<file path="src/rtl/slfifo_pkg.sv">
// Shared types and constants for the slave-FIFO transmit byte source.
package slfifo_pkg;

  localparam int unsigned DATA_W = 8;

  typedef enum logic [1:0] {
    ST_IDLE   = 2'd0,
    ST_RUN    = 2'd1,
    ST_FINISH = 2'd2
  } state_e;

  localparam logic MODE_PATTERN = 1'b0;
  localparam logic MODE_EXT     = 1'b1;

endpackage

</file>
<file path="src/rtl/slfifo_byte_fifo.sv">
// Small synchronous byte FIFO; head entry is presented directly, no fall-through.
module slfifo_byte_fifo
  import slfifo_pkg::*;
#(
  parameter int unsigned DEPTH = 16
) (
  input  logic                      clk,
  input  logic                      reset_n,
  input  logic                      wr_en,
  input  logic [DATA_W-1:0]         wr_data,
  input  logic                      rd_en,
  output logic [DATA_W-1:0]         rd_data,
  output logic                      full,
  output logic                      empty,
  output logic [$clog2(DEPTH):0]    level
);

  localparam int unsigned AW = $clog2(DEPTH);
  localparam int unsigned PW = AW + 1;

  logic [DATA_W-1:0] mem_q [DEPTH];
  logic [DATA_W-1:0] mem_d [DEPTH];
  logic [PW-1:0]     wr_ptr_q, wr_ptr_d;
  logic [PW-1:0]     rd_ptr_q, rd_ptr_d;

  // Extra pointer MSB distinguishes full from empty when the addresses match.
  assign full    = (wr_ptr_q[AW] != rd_ptr_q[AW]) && (wr_ptr_q[AW-1:0] == rd_ptr_q[AW-1:0]);
  assign empty   = (wr_ptr_q == rd_ptr_q);
  assign level   = wr_ptr_q - rd_ptr_q;
  assign rd_data = mem_q[rd_ptr_q[AW-1:0]];

  always_comb begin
    mem_d    = mem_q;
    wr_ptr_d = wr_ptr_q;
    rd_ptr_d = rd_ptr_q;
    if (wr_en && !full) begin
      mem_d[wr_ptr_q[AW-1:0]] = wr_data;
      wr_ptr_d                = wr_ptr_q + PW'(1);
    end
    if (rd_en && !empty) begin
      rd_ptr_d = rd_ptr_q + PW'(1);
    end
  end

  always_ff @(posedge clk or negedge reset_n) begin
    if (!reset_n) begin
      for (int i = 0; i < int'(DEPTH); i++) begin
        mem_q[i] <= '0;
      end
      wr_ptr_q <= '0;
      rd_ptr_q <= '0;
    end else begin
      mem_q    <= mem_d;
      wr_ptr_q <= wr_ptr_d;
      rd_ptr_q <= rd_ptr_d;
    end
  end

endmodule

</file>
<file path="src/rtl/slfifo_tx_source.sv">
// Packetised byte source (test pattern or external stream) feeding the FX3 write engine.
module slfifo_tx_source
  import slfifo_pkg::*;
#(
  parameter int unsigned DEPTH   = 16,
  parameter int unsigned PKT_LEN = 1024
) (
  input  logic                   clk,
  input  logic                   reset_n,
  input  logic                   enable,
  input  logic                   mode,
  input  logic [DATA_W-1:0]      s_data,
  input  logic                   s_valid,
  output logic                   s_ready,
  output logic [DATA_W-1:0]      m_data,
  output logic                   m_valid,
  input  logic                   m_ready,
  output logic                   m_last,
  output logic [$clog2(DEPTH):0] level,
  output logic                   busy
);

  localparam int unsigned CNT_W = $clog2(PKT_LEN);
  localparam logic [CNT_W-1:0] CNT_MAX = CNT_W'(PKT_LEN - 1);

  state_e            state_q, state_d;
  logic              mode_q, mode_d;
  logic [DATA_W-1:0] pat_q, pat_d;
  logic [CNT_W-1:0]  wr_cnt_q, wr_cnt_d;
  logic [CNT_W-1:0]  rd_cnt_q, rd_cnt_d;

  logic              active;
  logic              wr_en;
  logic              rd_en;
  logic [DATA_W-1:0] wr_data;
  logic              full;
  logic              empty;

  slfifo_byte_fifo #(
    .DEPTH (DEPTH)
  ) u_fifo (
    .clk     (clk),
    .reset_n (reset_n),
    .wr_en   (wr_en),
    .wr_data (wr_data),
    .rd_en   (rd_en),
    .rd_data (m_data),
    .full    (full),
    .empty   (empty),
    .level   (level)
  );

  assign m_valid = !empty;
  assign m_last  = !empty && (rd_cnt_q == CNT_MAX);
  assign busy    = (state_q != ST_IDLE) || !empty;

  always_comb begin
    state_d  = state_q;
    mode_d   = mode_q;
    pat_d    = pat_q;
    wr_cnt_d = wr_cnt_q;
    rd_cnt_d = rd_cnt_q;

    active  = (state_q != ST_IDLE);
    wr_en   = active && !full && ((mode_q == MODE_PATTERN) || s_valid);
    s_ready = active && (mode_q == MODE_EXT) && !full;
    wr_data = (mode_q == MODE_EXT) ? s_data : pat_q;
    rd_en   = !empty && m_ready;

    if (wr_en) begin
      wr_cnt_d = (wr_cnt_q == CNT_MAX) ? '0 : wr_cnt_q + CNT_W'(1);
      if (mode_q == MODE_PATTERN) begin
        pat_d = pat_q + DATA_W'(1);
      end
    end
    if (rd_en) begin
      rd_cnt_d = (rd_cnt_q == CNT_MAX) ? '0 : rd_cnt_q + CNT_W'(1);
    end

    // Leaving RUN looks at the post-write count so a packet is never left partial.
    unique case (state_q)
      ST_IDLE: begin
        if (enable) begin
          state_d = ST_RUN;
          mode_d  = mode;
        end
      end
      ST_RUN: begin
        if (!enable) begin
          state_d = (wr_cnt_d == '0) ? ST_IDLE : ST_FINISH;
        end
      end
      ST_FINISH: begin
        if (wr_en && (wr_cnt_q == CNT_MAX)) begin
          state_d = ST_IDLE;
        end
      end
      default: state_d = ST_IDLE;
    endcase
  end

  always_ff @(posedge clk or negedge reset_n) begin
    if (!reset_n) begin
      state_q  <= ST_IDLE;
      mode_q   <= MODE_PATTERN;
      pat_q    <= '0;
      wr_cnt_q <= '0;
      rd_cnt_q <= '0;
    end else begin
      state_q  <= state_d;
      mode_q   <= mode_d;
      pat_q    <= pat_d;
      wr_cnt_q <= wr_cnt_d;
      rd_cnt_q <= rd_cnt_d;
    end
  end

endmodule

</file>
<file path="config.mk">
export PLATFORM = sky130hd
export DESIGN_NAME = slfifo_tx_source
export DESIGN_NICKNAME = d
export VERILOG_FILES = /design/src/rtl/slfifo_pkg.sv /design/src/rtl/slfifo_byte_fifo.sv /design/src/rtl/slfifo_tx_source.sv
export SDC_FILE = /design/constraint.sdc
export NUM_CORES = 1
export LEC_CHECK = 0
export CAP_MARGIN = 0
export CORE_UTILIZATION = 40
export DETAILED_ROUTE_END_ITERATION = 10
export GPL_ROUTABILITY_DRIVEN = 0
export PLACE_DENSITY = 0.69
export SYNTH_ARGS = -nofsm -noshare
export SYNTH_HDL_FRONTEND = slang
export SYNTH_SLANG_ARGS = --single-unit
</file>
<file path="constraint.sdc">
create_clock -name clk -period 2.6 [get_ports clk]
set_clock_uncertainty 0.1 [all_clocks]
set_input_delay 0.26 -clock clk [delete_from_list [all_inputs] [get_ports clk]]
set_output_delay 0.26 -clock clk [all_outputs]
set_load 0.005 [all_outputs]
</file>
==> results.py, run 1 <==
metrics = {
    "worst_setup_path": {
        "crit_path_start": "u_fifo.rd_ptr_q[0]",
        "critical_path_class": "flop to output port",
        "cp_max_fo": 8,
        "worstSetupStartpointType": "flop",
        "worstPathArrival_ns": 2.28,
        "timing.critical_path.to_type": "output port",
        "r2r_slack_ns": 0.14,
        "r2r-start": "u_fifo.rd_ptr_q[0]",
        "worstPathRequired_ns": 2.24,
    },
    "floorplan": {
        "die_w_um": 143.2,
        "fp-row-count": 51,
        "core_mm2": 0.01953,
        "io_pins": 31,
        "die_h_um": 143.2,
        "dieArea_mm2": 0.02050,
        "initial_core_util_pct": 40.84,
    },
    "layout": {
        "fillCellCount": 1760,
        "diodes": 0,
        "finalNetCount": 815,
        "syn_to_final_growth_pct": 19.35,
        "final_cells": 1065,
        "drive_gt1_share_pct": 19.75,
    },
    "cts": {
        "cts_htree_levels": 4,
        "clk_latency_ns": 0.43,
        "cts_buffers": 17,
        "ctsLongestPathBuffers": 2,
        "clk_pin_slew_ns": 0.06,
        "cts_tree": "yes",
        "cts_root_buffer": "clkbuf_16",
        "clock-sinks": 169,
    },
    "sta": {
        "fin_crit_ns": 2.635,
        "fin_ws_ns": -0.03508,
        "drv_slew": 0,
        "fin_crit_sh_pct": 101.3,
        "setup_viol": 3,
        "slew_headroom_pct": 53.12,
        "hold_violations": 0,
        "rsz0062_at_grt": "yes",
        "clock.fmax_mhz": 379.5,
        "worst_pin_slew_ns": 0.7010,
    },
    "routing": {
        "dr.first_iter.drc_count": 340,
        "routed_wl_mm": 19.43,
        "routed_via_density": 5.409,
        "wl_per_cell_um": 18.25,
        "ant_nets": 0,
        "drc": 0,
        "vias": 5761,
        "dr.pass1.iters": 5,
    },
    "pwr": {
        "power_frac_seq_pct": 35.8,
        "sw_frac_of_total_pct": 36.83,
        "intPower_mw": 8.496,
        "power_frac_clock_pct": 17.7,
        "max-vdd-ir-drop_mv": 1.038,
        "p_total_mw": 13.45,
        "p_per_area_mw_per_mm2": 1413,
        "power.switching_mw": 4.953,
        "leakage_nw": 4.015,
        "combPwrFrac_pct": 46.5,
    },
    "global_route": {
        "grt_pass1_wl_mm": 31.28,
        "grt_pass1_vias": 5685,
        "track_usage_pct": 20.54,
        "antenna_found_initial": 0,
        "overflow": 0,
        "grt_max_degree": 60,
    },
    "logic_synthesis": {
        "synth.distinct_cells": 51,
        "ys_seq_area_share_pct": 53.04,
        "ys_warn_count": 0,
        "ys_async_sr_fraction_pct": 100.0,
        "netlist_instances": 728,
        "synth_seq_cells": 169,
        "syn_area_per_cell_um2": 10.95,
        "syn_area_mm2": 0.007974,
        "yosysTopAreaCellShare_pct": 53.04,
        "synthTopCellsByArea": "dfrtp_1 (53%), mux4_2 (11%), a21oi_1 (8.3%), nor2_1 (6.9%), xnor2_1 (2.6%)",
        "synth_nets": 755,
        "synth_top_flop_cell": "dfrtp_1",
        "yosysTopAreaCell": "dfrtp_1",
        "synth-edff-count": 0,
    },
    "outcome": {
        "status": "finished with violations",
        "violations": "negative setup slack",
    },
    "min_path": {
        "hold_path.class": "input port to async pin",
    },
    "placement": {
        "dp.cells": 1019,
        "dp_hpwl_mm": 12.31,
        "io_buffers": 30,
    },
    "job": {
        "max-cap-violations": 0,
    },
}
==> cell usage in the layout (no fill, tap or decap), types with 3 or more instances in the layout <==
| cell type | instances |
|---|---|
| a211o_1 | 3 |
| a21o_1 | 3 |
| a21oi_1 | 132 |
| and4_1 | 3 |
| buf_12 | 8 |
| buf_2 | 7 |
| buf_4 | 41 |
| buf_6 | 7 |
| clkbuf_1 | 3 |
| clkbuf_16 | 18 |
| clkbuf_8 | 3 |
| clkdlybuf4s50_1 | 17 |
| clkinv_2 | 4 |
| clkinvlp_4 | 3 |
| dfrtp_1 | 168 |
| ha_1 | 8 |
| inv_1 | 13 |
| mux2i_1 | 8 |
| mux4_2 | 40 |
| nand2_1 | 26 |
| nand2b_1 | 3 |
| nand3_1 | 11 |
| nand4_1 | 14 |
| nor2_1 | 146 |
| nor2_2 | 3 |
| nor2b_1 | 5 |
| nor3_1 | 3 |
| nor3_2 | 5 |
| o2111ai_1 | 4 |
| o21ai_0 | 16 |
| o31ai_1 | 4 |
| xnor2_1 | 24 |
| xor2_1 | 5 |
==> power by group through the flow <==
| stage | registers, mW | logic (mW) | clock network (mW) |
|---|---|---|---|
| after global routing | 4.97 | 6.85 | 2.54 |
| after CTS | 4.79 | 6.24 | 2.43 |
| after global placement | 4.83 | 5.83 | 0 |
| final | 4.82 | 6.25 | 2.38 |
| after floorplan | 4.46 | 4.19 | 0 |
| after detailed placement | 4.83 | 6.00 | 0 |
==> metal layers <==
layer / routed length (um) / vias to the layer above / GRT usage, %
met5: 0 / - / 0
met4: 306 / 0 / 6.735
met3: 977 / 21 / 4.494
met2: 9771 / 164 / 34.45
met1: 8376 / 2863 / 26.30
li1: - / 2713 / -
==> path summary, 6_finish.rpt <==
kind,to,cells past startpoint
worst max register to register,state_q[1],8
worst min register to register,pat_q[7],1
worst min-delay path,rd_cnt_q[5],2
worst max-delay path,m_data[5],5
max in group asynchronous,u_fifo.mem_q[57],3
min in group clk,state_q[0],2
==> timing repair <==
| action | 4_1_cts | 5_1_grt |
|---|---|---|
| hold endpoints to repair | 52 | 0 |
| gates resized for setup | 46 | 10 |
| setup buffers | 13 | 4 |
| hold buffers | 1 | 0 |
| pin swaps | 3 | 3 |
| gates cloned | 1 | 1 |
| endpoints found under the setup margin | 16 | 27 |
==> area by class of cell <==
| cell class | instances | area (um2) | share of cell area [%] |
|---|---|---|---|
| Sequential cell | 169 | 4230 | 44.45 |
| Multi-Input combinational cell | 499 | 3522 | 37.01 |
| Timing Repair Buffer | 86 | 825.8 | 8.677 |
| Clock buffer | 23 | 478.0 | 5.022 |
| Tap cell | 265 | 331.6 | 3.484 |
| Clock inverter | 8 | 72.57 | 0.7626 |
| Inverter | 15 | 56.30 | 0.5916 |
==> critical path, stage by stage (launching register included) <==
cell	delay [ns]
dfrtp_2	0.40
buf_12	0.14
buf_12	0.14
mux4_2	0.52
mux4_2	0.50
buf_2	0.15
==> registers in the layout, summed over array words and instances (netlist names) <==
register	count
wr_cnt_q	10
rd_cnt_q	10
u_fifo.wr_ptr_q	5
u_fifo.mem_q	128
mode_q	1
pat_q	8
u_fifo.rd_ptr_q	5
state_q	2
==> synthesized netlist by cell type (12+ instances only) <==
| library cell | n |
|---|---|
| nand2_1 | 26 |
| dfrtp_1 | 169 |
| nand4_1 | 14 |
| o21ai_0 | 16 |
| buf_2 | 12 |
| a21oi_1 | 132 |
| xnor2_1 | 24 |
| nor2_1 | 147 |
| mux4_2 | 40 |
| inv_1 | 14 |
| clkbuf_1 | 17 |
| ha_1 | 12 |
==> through the flow <==
stage	utilization, %	setup slack, ns	hold slack [ns]	setup TNS [ns]	instance area [um2]
after floorplan	-	0.03261	-0.1356	0	7988
after global placement	44.89	0.007799	0.1672	0	8766
after detailed placement	44.89	-0.03614	0.1749	-0.04803	8766
after CTS	48.63	-0.1274	0.2836	-0.6175	9495
after global routing	48.74	-0.08293	0.3086	-0.4272	9517
final	48.74	-0.03508	0.2545	-0.04607	9517
==> logic make-up (layout without fill, tap and decap cells) <==
group                      after synthesis  in the layout  synth area share (%)
AOI/OAI and AO/OA                      172            172                 11.94
xor gates and xnor gates                30             30                 3.389
adders and majority gates               13             13                 2.134
buffers and inverters                   60            132                 3.483
DFF                                    169            169                 53.04
muxes                                   50             50                 12.58
and+or+nand+nor                        234            234                 13.43
Note: power is estimated with default switching activity, not from simulation.
==> inputs of run 2 (changes only) <==
--- a/config.mk
+++ b/config.mk
@@ -6,6 +6,7 @@
 export NUM_CORES = 1
 export LEC_CHECK = 0
 export CAP_MARGIN = 0
+export CORE_ASPECT_RATIO = 0.7
 export CORE_UTILIZATION = 40
 export DETAILED_ROUTE_END_ITERATION = 10
 export GPL_ROUTABILITY_DRIVEN = 0
@@ -13,3 +14,4 @@
 export SYNTH_ARGS = -nofsm -noshare
 export SYNTH_HDL_FRONTEND = slang
 export SYNTH_SLANG_ARGS = --single-unit
+export TNS_END_PERCENT = 50
==> run 2 against run 1 <==
- the flow still finishes with violations (negative setup slack)
- critical path type unchanged
- global-route usage grew 0.25 points
- register-to-register slack worse by 0.12 ns
- routed wire length increased by 0.74%
- via count grew 1.2%
- combinational power up 2%
- sequential power hardly changed
==> results.py, run 2 (synthesis results as in run 1) <==
metrics = {
    "floorplan": {
        "io_pins": 31,
        "dieArea_mm2": 0.02051,
        "die_w_um": 170.8,
        "fp-row-count": 42,
        "initial_core_util_pct": 41.46,
        "die_h_um": 120.1,
        "core_mm2": 0.01923,
    },
    "routing": {
        "routed_wl_mm": 19.58,
        "wl_per_cell_um": 18.28,
        "routed_via_density": 5.445,
        "ant_nets": 0,
        "dr.pass1.iters": 5,
        "drc": 0,
        "dr.first_iter.drc_count": 564,
        "vias": 5832,
    },
    "worst_setup_path": {
        "timing.critical_path.to_type": "output port",
        "critical_path_class": "flop to output port",
        "worstPathRequired_ns": 2.24,
        "cp_max_fo": 8,
        "r2r_slack_ns": 0.02,
        "worstReg2RegEnd": "state_q[1]",
        "worstSetupStartpointType": "flop",
        "r2r_cells": 8,
        "r2r-start": "u_fifo.rd_ptr_q[0]",
        "worstPathArrival_ns": 2.41,
    },
    "sta": {
        "fin_crit_sh_pct": 106.5,
        "hold_violations": 0,
        "drv_slew": 0,
        "slew_headroom_pct": 35.57,
        "rsz0062_at_grt": "yes",
        "clock.fmax_mhz": 361.1,
        "tns_ns": -1.058,
        "fin_ws_ns": -0.1696,
        "setup_viol": 8,
        "worst_pin_slew_ns": 0.9592,
        "fin_crit_ns": 2.770,
    },
    "cts": {
        "ctsLongestPathBuffers": 2,
        "cts_root_buffer": "clkbuf_16",
        "clk_latency_ns": 0.44,
        "cts_htree_levels": 4,
        "cts_tree": "yes",
        "clk_pin_slew_ns": 0.08,
        "cts_buffers": 17,
        "clock-sinks": 169,
    },
    "global_route": {
        "track_usage_pct": 20.79,
        "grt_pass1_wl_mm": 32.07,
        "antenna_found_initial": 0,
        "grt_pass1_vias": 5801,
        "grt_busiest_layer": "met2",
        "grt_use_met3_pct": 4.189,
        "grt_max_degree": 55,
        "use_met1_pct": 30.81,
        "overflow": 0,
        "use_met2_pct": 30.92,
    },
    "placement": {
        "dp_hpwl_mm": 12.59,
        "dp.cells": 1023,
        "io_buffers": 30,
    },
    "pwr": {
        "combPwrFrac_pct": 46.3,
        "power.switching_mw": 5.213,
        "power_frac_seq_pct": 34.8,
        "leakage_nw": 4.119,
        "power_frac_clock_pct": 18.8,
        "intPower_mw": 8.553,
        "max-vdd-ir-drop_mv": 1.001,
        "p_total_mw": 13.77,
        "sw_frac_of_total_pct": 37.87,
        "p_per_area_mw_per_mm2": 1426,
    },
    "layout": {
        "post-route-util_pct": 50.19,
        "finalNetCount": 821,
        "syn_to_final_growth_pct": 21.06,
        "final_cells": 1071,
        "final_cell_mix": "dfrtp_1 (167), nor2_1 (146), a21oi_1 (130)",
        "fillCellCount": 1718,
        "drive_gt1_share_pct": 20.94,
        "diodes": 0,
        "seq_area_mm2": 0.004232,
        "layout_commonest_cell": "dfrtp_1",
        "largest_register": "u_fifo.mem_q",
        "largest_register_ff_count": 128,
        "top_regs": "u_fifo.mem_q x128, rd_cnt_q x10, wr_cnt_q x10",
        "multi_input_area_mm2": 0.003531,
    },
    "job": {
        "max-cap-violations": 0,
    },
    "min_path": {
        "hold_path.class": "input port to async pin",
    },
    "outcome": {
        "status": "finished with violations",
        "violations": "negative setup slack",
    },
}
[run 2: cell count changes in the layout (fill, tap and decap cells not counted), sizes merged]
| cell | previous run | this run |
|---|---|---|
| clkinv | 4 | 7 |
| clkdlybuf4s50 | 17 | 13 |
| inv | 15 | 21 |
| buf | 63 | 69 |
| clkinvlp | 3 | 1 |
| dlymetal6s2s | 2 | 6 |
| clkbuf | 25 | 19 |
[run 2: metrics by stage]
step | hold WS (ns) | instance area [um2] | setup slack, ns
after global routing | 0.2849 | 9653 | -0.2207
after CTS | 0.2623 | 9583 | -0.1787
after detailed placement | 0.1555 | 8790 | 0.02018
after global placement | 0.1570 | 8790 | 0.01881
after floorplan | -0.1356 | 7988 | 0.03261
final | 0.2544 | 9653 | -0.1696
[run 2: power by group through the flow]
stage          clock (mW)  sequential (mW)  combinational (mW)
6_report             2.59             4.79                6.38
5_1_grt              2.75             4.94                7.00
4_1_cts              2.63             4.77                6.32
3_5_place_dp            0             4.78                6.10
3_3_place_gp            0             4.74                5.93
2_1_floorplan           0             4.46                4.19
[run 2: what timing repair did]
item                       4_1_cts  5_1_grt
setup endpoints to repair       15       24
hold buffers                     1        0
pin swaps                        1        3
resized for setup               45       23
hold endpoints to repair        50        0
cloned                           2        0
buffers inserted                11        2
[run 2: critical path, cell delays in order, from the launching register on]
cell and delay [ns]:
dfrtp_2 0.52, buf_12 0.15, buf_12 0.14, mux4_2 0.55, mux4_2 0.48, buf_2 0.14
[run 2: routing by layer]
layer	share of wire [%]	wire length, um	vias to the layer above
met5	0	0	-
met4	1.1	206	0
met3	6.5	1278	20
met2	45	8813	197
met1	47	9275	2897
li1	-	-	2718
[run 2: worst max-delay path by stage]
stage | from | end | slack, ns | cells after the start
3_5_place_dp | s_valid | u_fifo.mem_q[1] | 0.02 | 5
6_report | u_fifo.rd_ptr_q[0] | m_data[4] | -0.17 | 5
4_1_cts | u_fifo.rd_ptr_q[0] | m_data[6] | -0.18 | 5
2_1_floorplan | u_fifo.rd_ptr_q[1] | state_q[1] | 0.03 | 10
3_3_place_gp | s_valid | u_fifo.mem_q[3] | 0.02 | 5
5_1_grt | u_fifo.rd_ptr_q[0] | m_data[3] | -0.22 | 5
[run 2: final cells by class]
class | instances | share of cell area [%]
well taps | 264 | 3.422
repair buffers | 92 | 9.281
clock inverters | 15 | 1.892
inverters | 15 | 0.5833
multi-input cells | 499 | 36.58
clock buffers | 17 | 4.407
flip-flops and latches | 169 | 43.84
